===== src/rtl/spi_pkg.sv =====
// Shared SPI constants and the receive FSM state type.
// The optional build macro SPI_SLAVE_RX_MSB_FIRST_EN is consumed in spi_slave_rx.sv.
package spi_pkg;

    localparam int unsigned SPI_DATA_W          = 12;
    localparam int unsigned SPI_LEAD_SKIP       = 1;
    localparam int unsigned SPI_HALF_PERIOD_CLK = 11;
    localparam int unsigned SPI_SYNC_STAGES     = 2;

    typedef enum logic [1:0] {
        IDLE  = 2'd0,
        LEAD  = 2'd1,
        SHIFT = 2'd2,
        TAIL  = 2'd3
    } spi_rx_state_t;

    // Width of a counter that must hold 0..max_val, never narrower than 1 bit.
    function automatic int unsigned spi_cnt_w(input int unsigned max_val);
        return (max_val < 1) ? 1 : $clog2(max_val + 1);
    endfunction

endpackage


===== src/rtl/spi_slave_rx_if.sv =====
// SPI pins plus the received-word valid/ready bus of spi_slave_rx.
interface spi_slave_rx_if
    import spi_pkg::*;
#(
    parameter int unsigned DATA_W = SPI_DATA_W
) ();

    logic              sclk;
    logic              cs;
    logic              mosi;
    logic [DATA_W-1:0] rx_data;
    logic              rx_valid;
    logic              rx_ready;
    logic              frame_err;
    logic              overrun;
    logic              busy;

    // Receiver side: the SPI slave itself.
    modport slave (
        input  sclk,
        input  cs,
        input  mosi,
        input  rx_ready,
        output rx_data,
        output rx_valid,
        output frame_err,
        output overrun,
        output busy
    );

    // Driving side: SPI master pins and the word consumer.
    modport master (
        output sclk,
        output cs,
        output mosi,
        output rx_ready,
        input  rx_data,
        input  rx_valid,
        input  frame_err,
        input  overrun,
        input  busy
    );

endinterface


===== src/rtl/spi_sync_edge.sv =====
// Multi-flop synchronizer with rise/fall detect for one pin, plus an
// equally delayed data tap so a companion pin lines up with the edges.
module spi_sync_edge #(
    parameter int unsigned SYNC_STAGES = 2,
    parameter logic        SIG_RST     = 1'b1,
    parameter logic        TAP_RST     = 1'b0
) (
    input  logic clk,
    input  logic rst_n,
    input  logic sig_i,
    input  logic tap_i,
    output logic rise_c,
    output logic fall_c,
    output logic tap_o
);

    logic [SYNC_STAGES-1:0] sig_sync_q;
    logic [SYNC_STAGES-1:0] tap_sync_q;
    logic                   sig_prev_q;

    // Synchronizer chains and the edge-detect history flop.
    always_ff @(posedge clk or negedge rst_n) begin
        if (!rst_n) begin
            sig_sync_q <= {SYNC_STAGES{SIG_RST}};
            tap_sync_q <= {SYNC_STAGES{TAP_RST}};
            sig_prev_q <= SIG_RST;
        end else begin
            sig_sync_q <= {sig_sync_q[SYNC_STAGES-2:0], sig_i};
            tap_sync_q <= {tap_sync_q[SYNC_STAGES-2:0], tap_i};
            sig_prev_q <= sig_sync_q[SYNC_STAGES-1];
        end
    end

    assign rise_c = sig_sync_q[SYNC_STAGES-1] & ~sig_prev_q;
    assign fall_c = ~sig_sync_q[SYNC_STAGES-1] & sig_prev_q;
    assign tap_o  = tap_sync_q[SYNC_STAGES-1];

endmodule


===== src/rtl/spi_slave_rx.sv =====
// SPI receive slave: oversamples cs/sclk/mosi in the clk domain, reassembles
// DATA_W-bit frames and presents them through a one-deep valid/ready register.
// Build option: define SPI_SLAVE_RX_MSB_FIRST_EN to shift MSB-first
// (default is LSB-first, matching the in-house master).
module spi_slave_rx
    import spi_pkg::*;
#(
    parameter int unsigned DATA_W      = SPI_DATA_W,
    parameter int unsigned LEAD_SKIP   = SPI_LEAD_SKIP,
    parameter int unsigned SYNC_STAGES = SPI_SYNC_STAGES
) (
    input  logic           clk,
    input  logic           rst_n,
    spi_slave_rx_if.slave  bus
);

    localparam int unsigned CNT_W  = $clog2(DATA_W + 1);
    localparam int unsigned SKIP_W = spi_cnt_w(LEAD_SKIP);

    // Conditioned pin events
    logic sclk_rise;
    logic sclk_fall;
    logic cs_rise;
    logic cs_fall;
    logic mosi_s;
    logic cs_tap;
    logic unused_sig;

    spi_rx_state_t     state_q,     state_d;
    logic [SKIP_W-1:0] skip_q,      skip_d;
    logic [CNT_W-1:0]  bit_cnt_q,   bit_cnt_d;
    logic [DATA_W-1:0] shift_q,     shift_d;
    logic              pub_q,       pub_d;
    logic [DATA_W-1:0] rx_data_q,   rx_data_d;
    logic              rx_valid_q,  rx_valid_d;
    logic              frame_err_q, frame_err_d;
    logic              overrun_q,   overrun_d;
    logic              busy_q,      busy_d;

    // sclk chain carries mosi as its tap so data is sampled at the sclk edge stage
    spi_sync_edge #(
        .SYNC_STAGES (SYNC_STAGES),
        .SIG_RST     (1'b1),
        .TAP_RST     (1'b0)
    ) u_sclk_sync (
        .clk    (clk),
        .rst_n  (rst_n),
        .sig_i  (bus.sclk),
        .tap_i  (bus.mosi),
        .rise_c (sclk_rise),
        .fall_c (sclk_fall),
        .tap_o  (mosi_s)
    );

    spi_sync_edge #(
        .SYNC_STAGES (SYNC_STAGES),
        .SIG_RST     (1'b1),
        .TAP_RST     (1'b1)
    ) u_cs_sync (
        .clk    (clk),
        .rst_n  (rst_n),
        .sig_i  (bus.cs),
        .tap_i  (1'b1),
        .rise_c (cs_rise),
        .fall_c (cs_fall),
        .tap_o  (cs_tap)
    );

    assign unused_sig = sclk_rise & cs_tap;

    // State and datapath registers
    always_ff @(posedge clk or negedge rst_n) begin
        if (!rst_n) begin
            state_q     <= IDLE;
            skip_q      <= '0;
            bit_cnt_q   <= '0;
            shift_q     <= '0;
            pub_q       <= 1'b0;
            rx_data_q   <= '0;
            rx_valid_q  <= 1'b0;
            frame_err_q <= 1'b0;
            overrun_q   <= 1'b0;
            busy_q      <= 1'b0;
        end else begin
            state_q     <= state_d;
            skip_q      <= skip_d;
            bit_cnt_q   <= bit_cnt_d;
            shift_q     <= shift_d;
            pub_q       <= pub_d;
            rx_data_q   <= rx_data_d;
            rx_valid_q  <= rx_valid_d;
            frame_err_q <= frame_err_d;
            overrun_q   <= overrun_d;
            busy_q      <= busy_d;
        end
    end

    // Frame FSM, shifter and holding-register next state
    always_comb begin
        state_d     = state_q;
        skip_d      = skip_q;
        bit_cnt_d   = bit_cnt_q;
        shift_d     = shift_q;
        pub_d       = 1'b0;
        rx_data_d   = rx_data_q;
        rx_valid_d  = rx_valid_q;
        frame_err_d = 1'b0;
        overrun_d   = 1'b0;

        case (state_q)
            IDLE: begin
                if (cs_fall) begin
                    bit_cnt_d = '0;
                    shift_d   = '0;
                    skip_d    = SKIP_W'(LEAD_SKIP);
                    state_d   = (LEAD_SKIP == 0) ? SHIFT : LEAD;
                end
            end
            LEAD: begin
                // cs_rise outranks a coincident sclk edge
                if (cs_rise) begin
                    state_d     = IDLE;
                    frame_err_d = 1'b1;
                    bit_cnt_d   = '0;
                    shift_d     = '0;
                end else if (sclk_fall) begin
                    skip_d = skip_q - SKIP_W'(1);
                    if (skip_q == SKIP_W'(1)) begin
                        state_d = SHIFT;
                    end
                end
            end
            SHIFT: begin
                if (cs_rise) begin
                    state_d     = IDLE;
                    frame_err_d = 1'b1;
                    bit_cnt_d   = '0;
                    shift_d     = '0;
                end else if (sclk_fall) begin
`ifdef SPI_SLAVE_RX_MSB_FIRST_EN
                    shift_d = {shift_q[DATA_W-2:0], mosi_s};
`else
                    shift_d = {mosi_s, shift_q[DATA_W-1:1]};
`endif
                    bit_cnt_d = bit_cnt_q + CNT_W'(1);
                    if (bit_cnt_q == CNT_W'(DATA_W - 1)) begin
                        state_d = TAIL;
                    end
                end
            end
            TAIL: begin
                // Trailing master bit is ignored; shift_q is kept for the publish cycle
                if (cs_rise) begin
                    state_d = IDLE;
                    pub_d   = 1'b1;
                end
            end
            default: begin
                state_d = IDLE;
            end
        endcase

        // Holding register: drain first, then a publish may refill in the same cycle
        if (rx_valid_q && bus.rx_ready) begin
            rx_valid_d = 1'b0;
        end
        if (pub_q) begin
            if (!rx_valid_q || bus.rx_ready) begin
                rx_data_d  = shift_q;
                rx_valid_d = 1'b1;
            end else begin
                overrun_d = 1'b1;
            end
        end

        busy_d = (state_d != IDLE);
    end

    assign bus.rx_data   = rx_data_q;
    assign bus.rx_valid  = rx_valid_q;
    assign bus.frame_err = frame_err_q;
    assign bus.overrun   = overrun_q;
    assign bus.busy      = busy_q;

endmodule

===== src/flat_wrapper.sv =====
// flat-port wrapper written by rule: the top's interface ports become plain ports
module spi_slave_rx_flat import spi_pkg::*;
#(
    parameter int unsigned DATA_W      = SPI_DATA_W,
    parameter int unsigned LEAD_SKIP   = SPI_LEAD_SKIP,
    parameter int unsigned SYNC_STAGES = SPI_SYNC_STAGES
)
  (clk, rst_n, bus_sclk, bus_cs, bus_mosi, bus_rx_ready, bus_rx_data, bus_rx_valid, bus_frame_err, bus_overrun, bus_busy);
  spi_slave_rx_if #(.DATA_W(DATA_W)) bus_i ();
  input  logic clk;
  input  logic rst_n;
  input wire logic [$bits(bus_i.sclk)-1:0] bus_sclk;
  input wire logic [$bits(bus_i.cs)-1:0] bus_cs;
  input wire logic [$bits(bus_i.mosi)-1:0] bus_mosi;
  input wire logic [$bits(bus_i.rx_ready)-1:0] bus_rx_ready;
  output wire logic [$bits(bus_i.rx_data)-1:0] bus_rx_data;
  output wire logic [$bits(bus_i.rx_valid)-1:0] bus_rx_valid;
  output wire logic [$bits(bus_i.frame_err)-1:0] bus_frame_err;
  output wire logic [$bits(bus_i.overrun)-1:0] bus_overrun;
  output wire logic [$bits(bus_i.busy)-1:0] bus_busy;
  assign bus_i.sclk = bus_sclk;
  assign bus_i.cs = bus_cs;
  assign bus_i.mosi = bus_mosi;
  assign bus_i.rx_ready = bus_rx_ready;
  assign bus_rx_data = bus_i.rx_data;
  assign bus_rx_valid = bus_i.rx_valid;
  assign bus_frame_err = bus_i.frame_err;
  assign bus_overrun = bus_i.overrun;
  assign bus_busy = bus_i.busy;
  spi_slave_rx #(.DATA_W(DATA_W), .LEAD_SKIP(LEAD_SKIP), .SYNC_STAGES(SYNC_STAGES)) u_core (.clk(clk), .rst_n(rst_n), .bus(bus_i));
endmodule

===== config.mk =====
export PLATFORM = sky130hd
export DESIGN_NAME = spi_slave_rx_flat
export DESIGN_NICKNAME = d
export VERILOG_FILES = /design/src/rtl/spi_pkg.sv /design/src/rtl/spi_slave_rx_if.sv /design/src/rtl/spi_sync_edge.sv /design/src/rtl/spi_slave_rx.sv /design/src/flat_wrapper.sv
export SDC_FILE = /design/constraint.sdc
export NUM_CORES = 1
export LEC_CHECK = 0
export ABC_AREA = 1
export CAP_MARGIN = 20
export CORE_UTILIZATION = 31
export DETAILED_ROUTE_END_ITERATION = 12
export GPL_ROUTABILITY_DRIVEN = 0
export PLACE_DENSITY = 0.46
export SLEW_MARGIN = 10
export SYNTH_ARGS = -nofsm -noshare
export SYNTH_HDL_FRONTEND = slang
export SYNTH_SLANG_ARGS = --single-unit

===== constraint.sdc =====
create_clock -name clk -period 2 [get_ports clk]
set_input_delay 0.3 -clock clk [delete_from_list [all_inputs] [get_ports clk]]
set_output_delay 0.3 -clock clk [all_outputs]
set_load 0.02 [all_outputs]

# Yosys cells after proc, flatten, opt, wreduce, memory -nomap -nowiden
# Cells that the tools add are included.
dict set report classes {
  order_cmp 0
  add_sub_neg 2
  mux 31
  reduce_logical 11
  bitwise 6
  n_shift 0
  n_div 0
  eq_ne 9
  multipliers 0
}
# operator n
set op_table {}
lappend op_table {{12-bit two-way mux} 4}
lappend op_table {{12-bit one-hot mux with 3 select lines} 1}
lappend op_table {{2-bit two-way mux} 8}
lappend op_table {{4-bit two-way mux} 4}
lappend op_table {{4-bit one-hot mux with 3 select lines} 1}
lappend op_table {{1-bit two-way mux} 11}
lappend op_table {{2-bit one-hot mux with 4 select lines} 1}
lappend op_table {{4-bit AND reduction} 2}
lappend op_table {{2-bit by 1-bit inequality test with 1-bit output (second input constant)} 3}
lappend op_table {{4-bit by 1-bit adder with 4-bit output (second input constant)} 1}
lappend op_table {{2-bit equality test (second input constant)} 2}
lappend op_table {{4-bit equality test (second input constant)} 1}
lappend op_table {{2-bit nonzero test} 2}
lappend op_table {{1-bit AND} 3}
lappend op_table {{3-bit by 1-bit inequality test with 1-bit output (second input constant)} 1}
lappend op_table {{1-bit NOT} 3}
lappend op_table {{3-bit nonzero test} 1}
lappend op_table {{2-bit by 1-bit equality test with 1-bit output (second input constant)} 1}
lappend op_table {{2-bit logical NOT} 1}
lappend op_table {{2-bit inequality test (second input constant)} 1}
lappend op_table {{1-bit one-hot mux with 2 select lines} 1}
lappend op_table {{2-bit AND reduction} 1}
lappend op_table {{2-bit OR reduction} 1}
lappend op_table {{1-bit logical AND} 1}
lappend op_table {{3 further kinds} 3}
dict set report totals {
  register_bits 44
  elab_cells 74
  inputBits 6
  memories 0
  ram_bits 0
  mem_bits_ro 0
  latchBits 0
  output_inout_bits 16
}

# Logic depth before layout (Yosys ltp)
# Gate-level depths: netlist of run 1.
dict set report logic_depth {
  ltp_word 6
  ltp_mapped 10
  ltp_nobuf 10
}

# By module
# A second synthesis of run 1 with hierarchy kept.
dict set report hier_totals {
  cells_unflattened 193
  hier_area_um2 1961.9
}
# module n_inst area_each_um2 cells_per_inst
set by_module_without_submodules {}
lappend by_module_without_submodules {spi_slave_rx 1 1671.6 175}
lappend by_module_without_submodules {{spi_sync_edge (u_core.u_cs_sync)} 1 146.4 9}
lappend by_module_without_submodules {{spi_sync_edge (u_core.u_sclk_sync)} 1 143.9 9}

# Worst setup path after synthesis of run 1
# No wires, ideal clock.
dict set report synth_timing {
  path_kind {register -> register}
  start {register u_core.state_q[1]}
  end {register u_core.bit_cnt_q[2]}
  path_buffers 1
  t_arrival_ps 1304
  stages_incl_launch_ff 10
  t_required_ps 1882
  path_slack_ps 578
  setup_time_ps 118
  cell_sequence {dfrtp_1 inv_1 ha_1 inv_2 a21oi_1 a21oi_2 nand3_4 buf_6 nand2_2 o21ai_2}
}
dict set report synth_between {
  elab_chain_len 3
}
# item line
set synth_rtl {}
lappend synth_rtl {{start: declaration} spi_slave_rx.sv:29} ;# spi_rx_state_t state_q, state_d;
lappend synth_rtl {{start signal: assignment} spi_slave_rx.sv:85} ;# state_q <= state_d;
lappend synth_rtl {{2-bit equality test (tied with other cells)} spi_slave_rx.sv:110} ;# case (state_q)
lappend synth_rtl {{3-bit by 1-bit inequality test with 1-bit output (no line) (tied with other cells)} n/a}
lappend synth_rtl {{4-bit AND reduction (no line)} n/a}
lappend synth_rtl {{end signal: assignment} spi_slave_rx.sv:87} ;# bit_cnt_q <= bit_cnt_d;
lappend synth_rtl {{end: declaration} spi_slave_rx.sv:31} ;# logic [CNT_W-1:0] bit_cnt_q, bit_cnt_d;
# Parallel ways exist; a longest one is shown, timed or not.
# A chain may end at the register's enable or synchronous reset.

# Final worst setup path of run 1
dict set report layout_timing {
  start {register u_core.state_q[1]}
  end {register u_core.shift_q[5]}
}
dict set report layout_between {
  elab_chain_len 3
}
# item line
set layout_rtl {}
lappend layout_rtl {{2-bit equality test (tied with other cells)} spi_slave_rx.sv:110}
lappend layout_rtl {{3-bit by 1-bit inequality test with 1-bit output (no line) (tied with other cells)} n/a}
lappend layout_rtl {{4-bit AND reduction (no line)} n/a}
lappend layout_rtl {{end signal: assignment} spi_slave_rx.sv:88} ;# shift_q <= shift_d;
lappend layout_rtl {{end: declaration} spi_slave_rx.sv:32} ;# logic [DATA_W-1:0] shift_q, shift_d;
# Parallel ways exist; a longest one is shown, timed or not.

==> run metrics, run 1 <==
Yosys cell types=24; CTS clock-pin slew for the worst setup and hold paths=0.08 ns; average cell area after synthesis=11.1 sq um; adder and majority gate portion of the synthesized area=3.23%; total track usage=11.3%; leading cell types by count after synthesis=dfrtp_1 (38), nand2_1 (34), nand2_2 (17); startpoint types=register; PwrDens=986 nW/um^2; via count=1234; root buffer cell=clkbuf_8; Yosys warnings=0; largest family of logic cells by synthesized area=simple AND/OR/NAND/NOR gates; total CTS buffers=5; Die Y=81.0 um; synth-to-layout area growth=20.1%; post-synthesis simple-gate area fraction=17.4%; Worst Path Required=2.18 ns; # DRC=0; min setup slack post-route=0.249 ns; Slew HR=62.9%; # rows=28; Area after DPL=2230 sq um; Mapped Cells=174; initial antenna violation count=0; Design Area, Final=2320 sq um; Static Leakage=1.07 nW; Hold WC Path Type=reg -> reg; ANT nets after route=0; htree depth=2; global route overflow=0; crit-path cells=inv_1 -> ha_1 -> inv_2 -> a21oi_1 -> a21oi_2 -> nand3_4 -> buf_12 -> nand2_2 -> o21ai_2; XOR/XNOR Fraction of Synth Area=0.453%; overall routed net length=3260 um; Post-layout nets=213; DP Cell Count=269; first drt pass iteration count=4; initial core utilization=32.5%; status=finished, final reports clean; diode count=0; Post-synth ARST share=100%; type of the worst setup path=reg -> reg; post-layout util=39.0%; Crit. End Element=register; Worst EP arrival=1.93 ns; Seq/Total Area, Yosys=57.3%; first-pass GRT wire length=5500 um; Clk Latency, worst-skew pair=0.29 ns; Final min period=1.75 ns; final period utilization=87.5%; multiplexer area fraction after synthesis=6.99%; # Post-CTS Setup Buffers=0; Most used DFF post-synth=dfrtp_1; unrepaired setup endpoints after global routing=false; Hold WS=0.351 ns; pre-CTS setup slack=0.172 ns; die area=6560 sq um; largest cells by area after synthesis=dfrtp_1 (49%), dfstp_2 (8.2%), o21ai_2 (7.2%), nand2_1 (6.6%), nand2_2 (5.5%); filler-free cell count of the finished design=278; area of the mapped netlist=1930 sq um; DRT iter0 DRCs=56; Filler cells=602; CTS max path bufs=2; dominant cell type by area after synthesis=dfrtp_1; setup total negative slack=0 ns; Least-Margin Pin Slew=0.555 ns; largest net degree at the start of global routing=25; FMAX=571 MHz; area of the multi-input gates=718 sq um; final hold viol count=0; post-synth top area share=49.2%; die width=81.0 um; PortBufs=21; Sequential Area=1110 sq um; CTS Sinks=44; vias in the first global route=1153; number of synthesized register bits=44; IO Count=22; Clock Skew=0.00528 ns; most common cell in the netlist=dfrtp_1; post-DP HPWL=2260 um; Final Max Tran Viols=0; Max-cap violations=0; CP max stage cell=dfrtp_1; syn_nets=185; vias per cell=4.44; CP Max Fanout=24; EDFF count, synth=0; Core ar.=5960 sq um; Worst path max stage delay=0.44 ns; Worst VDD drop=0.561 mV; Final setup viols=0; routed length per placed instance=11.7 um; Total Power=2.29 mW; layout cells sized above 1=31.0%; CTS tree=done; compound-gate portion of the synthesized area=9.06%
==> area by class of cell <==
| class | instances | area share [%] |
|---|---|---|
| timing repair buffer | 26 | 11.1 |
| multi-input combinational | 108 | 30.9 |
| clock buffer | 8 | 3.45 |
| sequential | 44 | 47.7 |
| inverter | 17 | 2.75 |
| tap | 75 | 4.04 |
==> state kept, by name (all words and copies together) (netlist names), 2 cells and up <==
name and flops:
u_core.bit_cnt_q 4, u_core.bus.rx_data 12, u_core.shift_q 12, u_core.state_q 2, u_core.u_cs_sync.sig_sync_q 2, u_core.u_sclk_sync.sig_sync_q 2, u_core.u_sclk_sync.tap_sync_q 2
==> worst max-delay path, delay by kind of cell (launching register included) <==
| kind | cells | cell delay [ns] |
|---|---|---|
| AOI/OAI and AO/OA | 3 | 0.32 |
| adders and majority gates | 1 | 0.20 |
| buffers and inverters | 3 | 0.43 |
| DFF | 1 | 0.44 |
| and+or+nand+nor | 2 | 0.25 |
==> kinds of logic (layout without fill, tap and decap cells) <==
kind of cell,after synthesis,in the layout
AND/OR/NAND/NOR,68,68
buffers and inverters,22,51
multiplexers,12,12
XOR/XNOR,1,1
flip-flops,44,44
AO/OA/AOI/OAI,22,22
adder cells (fa/ha/maj),5,5
==> metal layers <==
metal / global-route usage, % / vias up / wire length, um
met2: 17.0 / 28 / 1450
li1: - / 604 / -
met3: 3.71 / 6 / 157
met1: 14.6 / 596 / 1580
met4: 5.36 / 0 / 60
met5: 0 / - / 0
==> power breakdown <==
part / switching (mW) / internal [mW] / total (mW)
logic: 0.520 / 0.250 / 0.770
clock network: 0.273 / 0.248 / 0.521
registers: 0.0420 / 0.956 / 0.998
==> timing repair <==
| item | in CTS | in global routing |
|---|---|---|
| resized for setup | 0 | 0 |
| hold endpoints to repair | 16 | 0 |
| hold buffers | 1 | 0 |
==> placed cells by master, fill, tap and decap left out, drive strengths merged <==
| cell type | instances |
|---|---|
| xor2 | 1 |
| nand3 | 7 |
| buf | 5 |
| mux2 | 12 |
| dlygate4sd3 | 1 |
| dfstp | 6 |
| a21oi | 3 |
| nor2 | 8 |
| inv | 17 |
| clkdlybuf4s50 | 20 |
| nand3b | 1 |
| dfrtp | 38 |
| o21ai | 18 |
| clkbuf | 8 |
| nand2 | 51 |
| ha | 5 |
| nor3b | 1 |
| a31oi | 1 |
==> final timing paths <==
check,start,cells past startpoint,slack (ns),end
max,u_core.state_q[1],9,0.25,u_core.shift_q[5]
min,u_core.u_sclk_sync.tap_sync_q[0],0,0.35,u_core.u_sclk_sync.tap_sync_q[1]
max reg2reg,u_core.state_q[1],9,0.25,u_core.shift_q[5]
min reg2reg,u_core.u_sclk_sync.tap_sync_q[0],0,0.35,u_core.u_sclk_sync.tap_sync_q[1]
max in group asynchronous,rst_n,3,0.93,u_core.u_cs_sync.sig_sync_q[1]
min in group asynchronous,rst_n,2,0.46,u_core.bus.rx_data[5]
Power figures use the tool's default switching activity.
==> run 2, diff against run 1 <==
Settings changed: CAP_MARGIN 20 to not set.
==> results of run 2 <==
The final DEF is identical to that of run 1; final timing and power are the same.
==> run 3, diff against run 2 <==
Settings changed: GPL_TIMING_DRIVEN set to 1.
==> results of run 3 <==
The final DEF is identical to that of run 1; final timing and power are the same.
